## src/rtl/mmio_bus_ctrl_pkg.sv

```systemverilog
// Shared types and helpers for the MMIO bus controller: FSM state encoding,
// slave-index width helper and the value returned on faulted reads.
package mmio_pkg;

    typedef enum logic [1:0] {
        IDLE   = 2'd0,
        ACCESS = 2'd1,
        DONE   = 2'd2
    } state_t;

    localparam int unsigned ERR_RDATA = 0;

    // Width of the slave index field; never below one bit.
    function automatic int sel_w(input int n);
        return (n <= 2) ? 1 : $clog2(n);
    endfunction

endpackage

```

## src/rtl/mmio_bus_ctrl_if.sv

```systemverilog
// CPU-side and peripheral-side transaction signals of the MMIO bus controller.
// master: CPU / peripheral model view; slave: controller view.
interface mmio_bus_ctrl_if
    import mmio_pkg::*;
#(
    parameter int ADDR_W   = 11,
    parameter int DATA_W   = 32,
    parameter int N_SLAVES = 8
);
    localparam int SEL_W = sel_w(N_SLAVES);

    logic                         cpu_req;
    logic                         cpu_we;
    logic [ADDR_W-1:0]            cpu_addr;
    logic [DATA_W-1:0]            cpu_wdata;
    logic                         cpu_ack;
    logic [DATA_W-1:0]            cpu_rdata;

    logic [N_SLAVES-1:0]          slv_sel;
    logic                         slv_we;
    logic [ADDR_W-SEL_W-1:0]      slv_addr;
    logic [DATA_W-1:0]            slv_wdata;
    logic [N_SLAVES*DATA_W-1:0]   slv_rdata;
    logic [N_SLAVES-1:0]          slv_ready;

    modport master (
        output cpu_req, cpu_we, cpu_addr, cpu_wdata,
        input  cpu_ack, cpu_rdata,
        input  slv_sel, slv_we, slv_addr, slv_wdata,
        output slv_rdata, slv_ready
    );

    modport slave (
        input  cpu_req, cpu_we, cpu_addr, cpu_wdata,
        output cpu_ack, cpu_rdata,
        output slv_sel, slv_we, slv_addr, slv_wdata,
        input  slv_rdata, slv_ready
    );

endinterface

```

## src/rtl/mmio_bus_ctrl_timeout_ctr.sv

```systemverilog
// 8-bit saturating wait counter for the ACCESS state; expired flags the
// edge on which the LIMIT-th consecutive ACCESS cycle completes.
module mmio_timeout_ctr #(
    parameter int LIMIT = 15
) (
    input  logic clock,
    input  logic reset,
    input  logic start,
    input  logic clear,
    input  logic en,
    output logic expired
);
    logic [7:0] wait_cnt_reg;

    always_ff @(posedge clock) begin
        if (!reset) begin
            wait_cnt_reg <= 8'd0;
        end else if (start || clear) begin
            wait_cnt_reg <= 8'd0;
        end else if (en && (wait_cnt_reg != 8'hFF)) begin
            wait_cnt_reg <= wait_cnt_reg + 8'd1;
        end
    end

    // Count holds the number of ACCESS edges already passed, so the edge
    // about to close cycle LIMIT sees LIMIT-1.
    assign expired = en && (wait_cnt_reg >= 8'(LIMIT - 1));

endmodule

```

## src/rtl/mmio_bus_ctrl.sv

```systemverilog
// Registered request/acknowledge MMIO bus controller with one-hot selects,
// ready-based wait states and sticky bus error. Timeout abort: MMIO_TIMEOUT_EN.
module mmio_bus_ctrl
    import mmio_pkg::*;
#(
    parameter int ADDR_W   = 11,
    parameter int DATA_W   = 32,
    parameter int N_SLAVES = 8,
    parameter int TIMEOUT  = 15
) (
    input  logic              clock,
    input  logic              reset,
    mmio_bus_ctrl_if.slave    bus,
    input  logic              err_clr,
    output logic              bus_err,
    output logic [ADDR_W-1:0] err_addr
);
    localparam int SEL_W = sel_w(N_SLAVES);
    localparam int OFF_W = ADDR_W - SEL_W;
    localparam int N_PAD = 1 << SEL_W;

    generate
        if (N_SLAVES < 2 || N_SLAVES > 16 || TIMEOUT < 2 || TIMEOUT > 255) begin : g_bad_param
            $error("mmio_bus_ctrl: N_SLAVES or TIMEOUT out of range");
        end
    endgenerate

    state_t              state_reg;
    logic [SEL_W-1:0]    idx_reg;
    logic                cpu_ack_reg;
    logic [DATA_W-1:0]   cpu_rdata_reg;
    logic [N_SLAVES-1:0] slv_sel_reg;
    logic                slv_we_reg;
    logic [OFF_W-1:0]    slv_addr_reg;
    logic [DATA_W-1:0]   slv_wdata_reg;
    logic                bus_err_reg;
    logic [ADDR_W-1:0]   err_addr_reg;

    logic [SEL_W-1:0]        req_idx;
    logic                    req_unmapped;
    logic [N_PAD-1:0]        ready_pad;
    logic [N_PAD*DATA_W-1:0] rdata_pad;
    logic                    sel_ready;
    logic [DATA_W-1:0]       sel_rdata;
    logic                    timeout_hit;
    logic                    may_load_addr;

    assign req_idx       = bus.cpu_addr[ADDR_W-1 -: SEL_W];
    assign req_unmapped  = (32'(req_idx) >= N_SLAVES);
    assign may_load_addr = !bus_err_reg || err_clr;

    // Pad to a power of two so the latched index can never select past the end.
    always_comb begin
        ready_pad = '0;
        ready_pad[N_SLAVES-1:0] = bus.slv_ready;
        rdata_pad = '0;
        rdata_pad[N_SLAVES*DATA_W-1:0] = bus.slv_rdata;
        sel_ready = ready_pad[idx_reg];
        sel_rdata = rdata_pad[idx_reg*DATA_W +: DATA_W];
    end

`ifdef MMIO_TIMEOUT_EN
    mmio_timeout_ctr #(
        .LIMIT (TIMEOUT)
    ) u_timeout_ctr (
        .clock   (clock),
        .reset   (reset),
        .start   ((state_reg == IDLE) && bus.cpu_req && !req_unmapped),
        .clear   (state_reg == DONE),
        .en      (state_reg == ACCESS),
        .expired (timeout_hit)
    );
`else
    assign timeout_hit = 1'b0;
`endif

    always_ff @(posedge clock) begin
        if (!reset) begin
            state_reg     <= IDLE;
            idx_reg       <= '0;
            cpu_ack_reg   <= 1'b0;
            cpu_rdata_reg <= '0;
            slv_sel_reg   <= '0;
            slv_we_reg    <= 1'b0;
            slv_addr_reg  <= '0;
            slv_wdata_reg <= '0;
            bus_err_reg   <= 1'b0;
            err_addr_reg  <= '0;
        end else begin
            cpu_ack_reg <= 1'b0;
            // A fault raised below on the same edge overrides this clear.
            if (err_clr) begin
                bus_err_reg <= 1'b0;
            end
            case (state_reg)
                IDLE: begin
                    if (bus.cpu_req) begin
                        idx_reg       <= req_idx;
                        slv_addr_reg  <= bus.cpu_addr[OFF_W-1:0];
                        slv_wdata_reg <= bus.cpu_wdata;
                        if (req_unmapped) begin
                            cpu_rdata_reg <= DATA_W'(ERR_RDATA);
                            bus_err_reg   <= 1'b1;
                            if (may_load_addr) begin
                                err_addr_reg <= bus.cpu_addr;
                            end
                            state_reg <= DONE;
                        end else begin
                            slv_sel_reg <= N_SLAVES'(N_PAD'(1) << req_idx);
                            slv_we_reg  <= bus.cpu_we;
                            state_reg   <= ACCESS;
                        end
                    end
                end
                ACCESS: begin
                    if (sel_ready) begin
                        cpu_rdata_reg <= slv_we_reg ? DATA_W'(ERR_RDATA) : sel_rdata;
                        slv_sel_reg   <= '0;
                        slv_we_reg    <= 1'b0;
                        state_reg     <= DONE;
                    end else if (timeout_hit) begin
                        cpu_rdata_reg <= DATA_W'(ERR_RDATA);
                        bus_err_reg   <= 1'b1;
                        if (may_load_addr) begin
                            err_addr_reg <= {idx_reg, slv_addr_reg};
                        end
                        slv_sel_reg <= '0;
                        slv_we_reg  <= 1'b0;
                        state_reg   <= DONE;
                    end
                end
                DONE: begin
                    cpu_ack_reg <= 1'b1;
                    state_reg   <= IDLE;
                end
                default: state_reg <= IDLE;
            endcase
        end
    end

    assign bus.cpu_ack   = cpu_ack_reg;
    assign bus.cpu_rdata = cpu_rdata_reg;
    assign bus.slv_sel   = slv_sel_reg;
    assign bus.slv_we    = slv_we_reg;
    assign bus.slv_addr  = slv_addr_reg;
    assign bus.slv_wdata = slv_wdata_reg;
    assign bus_err       = bus_err_reg;
    assign err_addr      = err_addr_reg;

endmodule

```

## src/flat_wrapper.sv

```systemverilog
// flat-port wrapper written by rule: the top's interface ports become plain ports
module mmio_bus_ctrl_flat import mmio_pkg::*;
#(
    parameter int ADDR_W   = 11,
    parameter int DATA_W   = 32,
    parameter int N_SLAVES = 8,
    parameter int TIMEOUT  = 15
)
  (clock, reset, err_clr, bus_err, err_addr, bus_cpu_req, bus_cpu_we, bus_cpu_addr, bus_cpu_wdata, bus_cpu_ack, bus_cpu_rdata, bus_slv_sel, bus_slv_we, bus_slv_addr, bus_slv_wdata, bus_slv_rdata, bus_slv_ready);
  mmio_bus_ctrl_if #(.ADDR_W(ADDR_W), .DATA_W(DATA_W), .N_SLAVES(N_SLAVES)) bus_i ();
  input  logic clock;
  input  logic reset;
  input  logic err_clr;
  output logic bus_err;
  output logic [ADDR_W-1:0] err_addr;
  input wire logic [$bits(bus_i.cpu_req)-1:0] bus_cpu_req;
  input wire logic [$bits(bus_i.cpu_we)-1:0] bus_cpu_we;
  input wire logic [$bits(bus_i.cpu_addr)-1:0] bus_cpu_addr;
  input wire logic [$bits(bus_i.cpu_wdata)-1:0] bus_cpu_wdata;
  output wire logic [$bits(bus_i.cpu_ack)-1:0] bus_cpu_ack;
  output wire logic [$bits(bus_i.cpu_rdata)-1:0] bus_cpu_rdata;
  output wire logic [$bits(bus_i.slv_sel)-1:0] bus_slv_sel;
  output wire logic [$bits(bus_i.slv_we)-1:0] bus_slv_we;
  output wire logic [$bits(bus_i.slv_addr)-1:0] bus_slv_addr;
  output wire logic [$bits(bus_i.slv_wdata)-1:0] bus_slv_wdata;
  input wire logic [$bits(bus_i.slv_rdata)-1:0] bus_slv_rdata;
  input wire logic [$bits(bus_i.slv_ready)-1:0] bus_slv_ready;
  assign bus_i.cpu_req = bus_cpu_req;
  assign bus_i.cpu_we = bus_cpu_we;
  assign bus_i.cpu_addr = bus_cpu_addr;
  assign bus_i.cpu_wdata = bus_cpu_wdata;
  assign bus_cpu_ack = bus_i.cpu_ack;
  assign bus_cpu_rdata = bus_i.cpu_rdata;
  assign bus_slv_sel = bus_i.slv_sel;
  assign bus_slv_we = bus_i.slv_we;
  assign bus_slv_addr = bus_i.slv_addr;
  assign bus_slv_wdata = bus_i.slv_wdata;
  assign bus_i.slv_rdata = bus_slv_rdata;
  assign bus_i.slv_ready = bus_slv_ready;
  mmio_bus_ctrl #(.ADDR_W(ADDR_W), .DATA_W(DATA_W), .N_SLAVES(N_SLAVES), .TIMEOUT(TIMEOUT)) u_core (.clock(clock), .reset(reset), .bus(bus_i), .err_clr(err_clr), .bus_err(bus_err), .err_addr(err_addr));
endmodule
```

## config.mk

```make
export PLATFORM = sky130hd
export DESIGN_NAME = mmio_bus_ctrl_flat
export DESIGN_NICKNAME = d
export VERILOG_FILES = /design/src/rtl/mmio_bus_ctrl_pkg.sv /design/src/rtl/mmio_bus_ctrl_if.sv /design/src/rtl/mmio_bus_ctrl_timeout_ctr.sv /design/src/rtl/mmio_bus_ctrl.sv /design/src/flat_wrapper.sv
export SDC_FILE = /design/constraint.sdc
export NUM_CORES = 1
export LEC_CHECK = 0
export BUFFER_PORTS_ARGS = -buffer_cell sky130_fd_sc_hd__clkbuf_2
export CAP_MARGIN = 40
export CORE_AREA = 2 2 156 158
export CTS_CLUSTER_DIAMETER = 30
export DETAILED_ROUTE_END_ITERATION = 12
export DIE_AREA = 0 0 158 160
export PLACE_DENSITY = 0.49
export SETUP_SLACK_MARGIN = 0.05
export SLEW_MARGIN = 15
export SYNTH_ARGS = -nofsm -noshare
export SYNTH_HDL_FRONTEND = slang
export SYNTH_SLANG_ARGS = --single-unit
```

## constraint.sdc

```tcl
create_clock -name clock -period 3.05 [get_ports clock]
set_input_delay 0.7625 -clock clock [delete_from_list [all_inputs] [get_ports clock]]
set_output_delay 0.7625 -clock clock [all_outputs]
set_load 0.02 [all_outputs]
```

==> run metrics <==
status completed; Cells after Synth 616; slowest stage cell, crit path dfxtp_4; RSZ-0062 raised after global routing no; reg-to-reg slack, setup 790 ps; worst reg-to-reg path cell count 5; hold path start u_core.bus.slv_wdata[14]$_SDFFE_PN0P_; H-tree depth 3; Pwr Density 423 mW/mm^2; Final nets 1286; worst reg2reg endpoint u_core.bus.cpu_rdata[16]$_SDFFE_PN0P_; Setup TNS Final 0 ps; Area Growth Syn to Fin 46.1%; hold buffer count at cts 0; Slew Viols, Final 0; routability cong. 0.794; most used cell, CP mux2i_1; row cnt 57; Clk pin slew, worst setup/hold paths 70 ps; reg2reg start u_core.idx_reg[0]$_SDFFE_PN0P_; WHS Endpoint u_core.bus.slv_wdata[14]$_SDFFE_PN0P_; setup violators final 0; Core ar. 0.0238 sq mm; Yosys cell types 27; fin area 0.00782 sq mm; total of max-cap violations 0; first-pass GRT wire length 31800 microns; DP HPWL 16000 microns; DRC violation total after the first TritonRoute iteration 264; ANT nets after route 0; Slew HR 36.4%; critical path class flop to flop; DIE HEIGHT 160 microns; Final period util 74.0%; commonest non-fill, non-tap cell in the layout clkbuf_2; initial core utilization 22.5%; critical path's top delay family multiplexers; CTS root buf clkbuf_16; CTS tree built; Synth Register Bits 87; post-cts repair resize count 0; Bufs and invs on worst path 1; via count 5777; Final Skew 5.14 ps; placed cell area 0.00753 sq mm; buffer depth of the longest clock path 2; Via density 4.43; worst skew pair latency 350 ps; Leak Pwr 3.80 nW; CP Launch Type flop; CP Depth 5; Total GRT Usage 16.5%; total CTS buffers 9; residual DRC count 0; DR pass1 iterations 4; Die ar. 0.0253 sq mm; PortBufs 392; residual overflow from global routing 0; post-CTS setup buffers 0; Tmin final 2260 ps; syn_area_per_cell 8.69 sq um; Peak VDD IR 253 uV; Die Wd 158 microns; most frequent cells in the layout 392 x clkbuf_2, 164 x mux2i_1, 119 x nand2_1, 86 x dfxtp_1, 64 x a22oi_1; Worst Path Arrival 2530 ps; crit path max fanout 23; Tightest Pin Transition 954 ps; ordered cell list for the critical path mux2i_1 > a22oi_2 > nand3b_4 > buf_4 > mux2i_1; Worst setup EP type flop; Max Freq 443 MHz; final wirelength 21600 microns; Hold Path Depth 2; WL per Instance 16.5 microns; worst hold path class flop to flop; Post-Syn Area 0.00535 sq mm; yosys warns 0; I/O pin cnt 406; final hold vios 0; slowest cell delay on critical path 600 ps; share of cells above drive strength 1 44.0%; vias in the first global route 5611; CTS sink count 87; maximum number of pins on one net before global-route repair 115; initial antenna violation count 1; Crit path required time 3320 ps; Seq/Total Area, Yosys 32.6%
[synth_stat cells (all sizes together)]
library cell  number  area, sq um
a21oi             44          220
a22oi             66          505
a32o               1         10.0
a41o               8         80.1
and2               1         6.26
and3               1         6.26
buf               39          278
clkbuf            29          109
conb               1         3.75
dfxtp             87         1740
inv                3         11.3
mux2i            164         1640
nand2            120          450
nand2b             1         6.26
nand3             33          165
nand3b             1         20.0
nor2               4         15.0
nor2b              2         12.5
nor3               4         20.0
nor3b              2         15.0
nor4               4         25.0
o21a               1         7.51
[power by group]
part	internal (mW)	leakage, nW	switching (mW)	total, mW
clock network	0.584	0.136	0.517	1.10
logic	0.420	2.95	0.523	0.943
registers	1.21	0.711	0.0514	1.26
total	2.21	3.80	1.09	3.31
[per-stage QoR]
stage	setup slack (ps)	cells	hold slack [ps]	total power [mW]	util [%]
after floorplan	1290	627	446	1.85	-
after global placement	617	1287	442	2.24	31.6
after detailed placement	564	1287	446	2.24	31.6
after CTS	696	1303	455	3.37	32.8
after global routing	635	1304	473	3.49	32.8
final	792	1304	454	3.31	32.8
[routing by layer]
| metal | share of wire [%] | global-route usage (%) | routed length (microns) |
|---|---|---|---|
| met1 | 42 | 20.3 | 9150 |
| met2 | 51 | 29.2 | 11000 |
| met3 | 5.2 | 2.42 | 1130 |
| met4 | 1.5 | 5.36 | 320 |
| met5 | 0 | 0 | 0 |
[cell families (layout without fill, tap and decap cells)]
group / Yosys count / count (layout) / synth area share (%)
AO/OA/AOI/OAI: 120 / 120 / 15.4
flip-flops: 87 / 87 / 32.6
other: 1 / 13 / 0.0701
AND/OR/NAND/NOR: 173 / 173 / 13.9
buffers and inverters: 71 / 423 / 7.44
multiplexers: 164 / 164 / 30.7
[area by class of cell]
type                    instances  area, sq um
repair buffers                404         2080
diodes                          1         2.50
fillers                      2621        16000
multi-input cells             469         3290
clock inverters                 5         42.5
clock buffers                  11          243
inverters                       3         11.3
well taps                     324          405
flip-flops and latches         87         1750
[worst reg2reg max path, stage by stage, from the launching register on]
cell and delay [ps]:
dfxtp_4 600, mux2i_1 410, a22oi_2 170, nand3b_4 340
buf_4 410, mux2i_1 250
[how the worst max path moves through the flow]
stage / endpoint / slack, ps / start
after global placement: u_core.bus.cpu_rdata[15]$_SDFFE_PN0P_ / 620 / bus_slv_ready[5]
final: u_core.bus.cpu_rdata[16]$_SDFFE_PN0P_ / 790 / u_core.idx_reg[0]$_SDFFE_PN0P_
after detailed placement: u_core.bus.cpu_rdata[4]$_SDFFE_PN0P_ / 560 / bus_slv_ready[5]
after floorplan: u_core.bus.cpu_rdata[0]$_SDFFE_PN0P_ / 1290 / reset
after global routing: u_core.bus.cpu_rdata[4]$_SDFFE_PN0P_ / 630 / u_core.idx_reg[0]$_SDFFE_PN0P_
after CTS: u_core.bus.cpu_rdata[4]$_SDFFE_PN0P_ / 700 / u_core.idx_reg[0]$_SDFFE_PN0P_
Power figures use the tool's default switching activity.
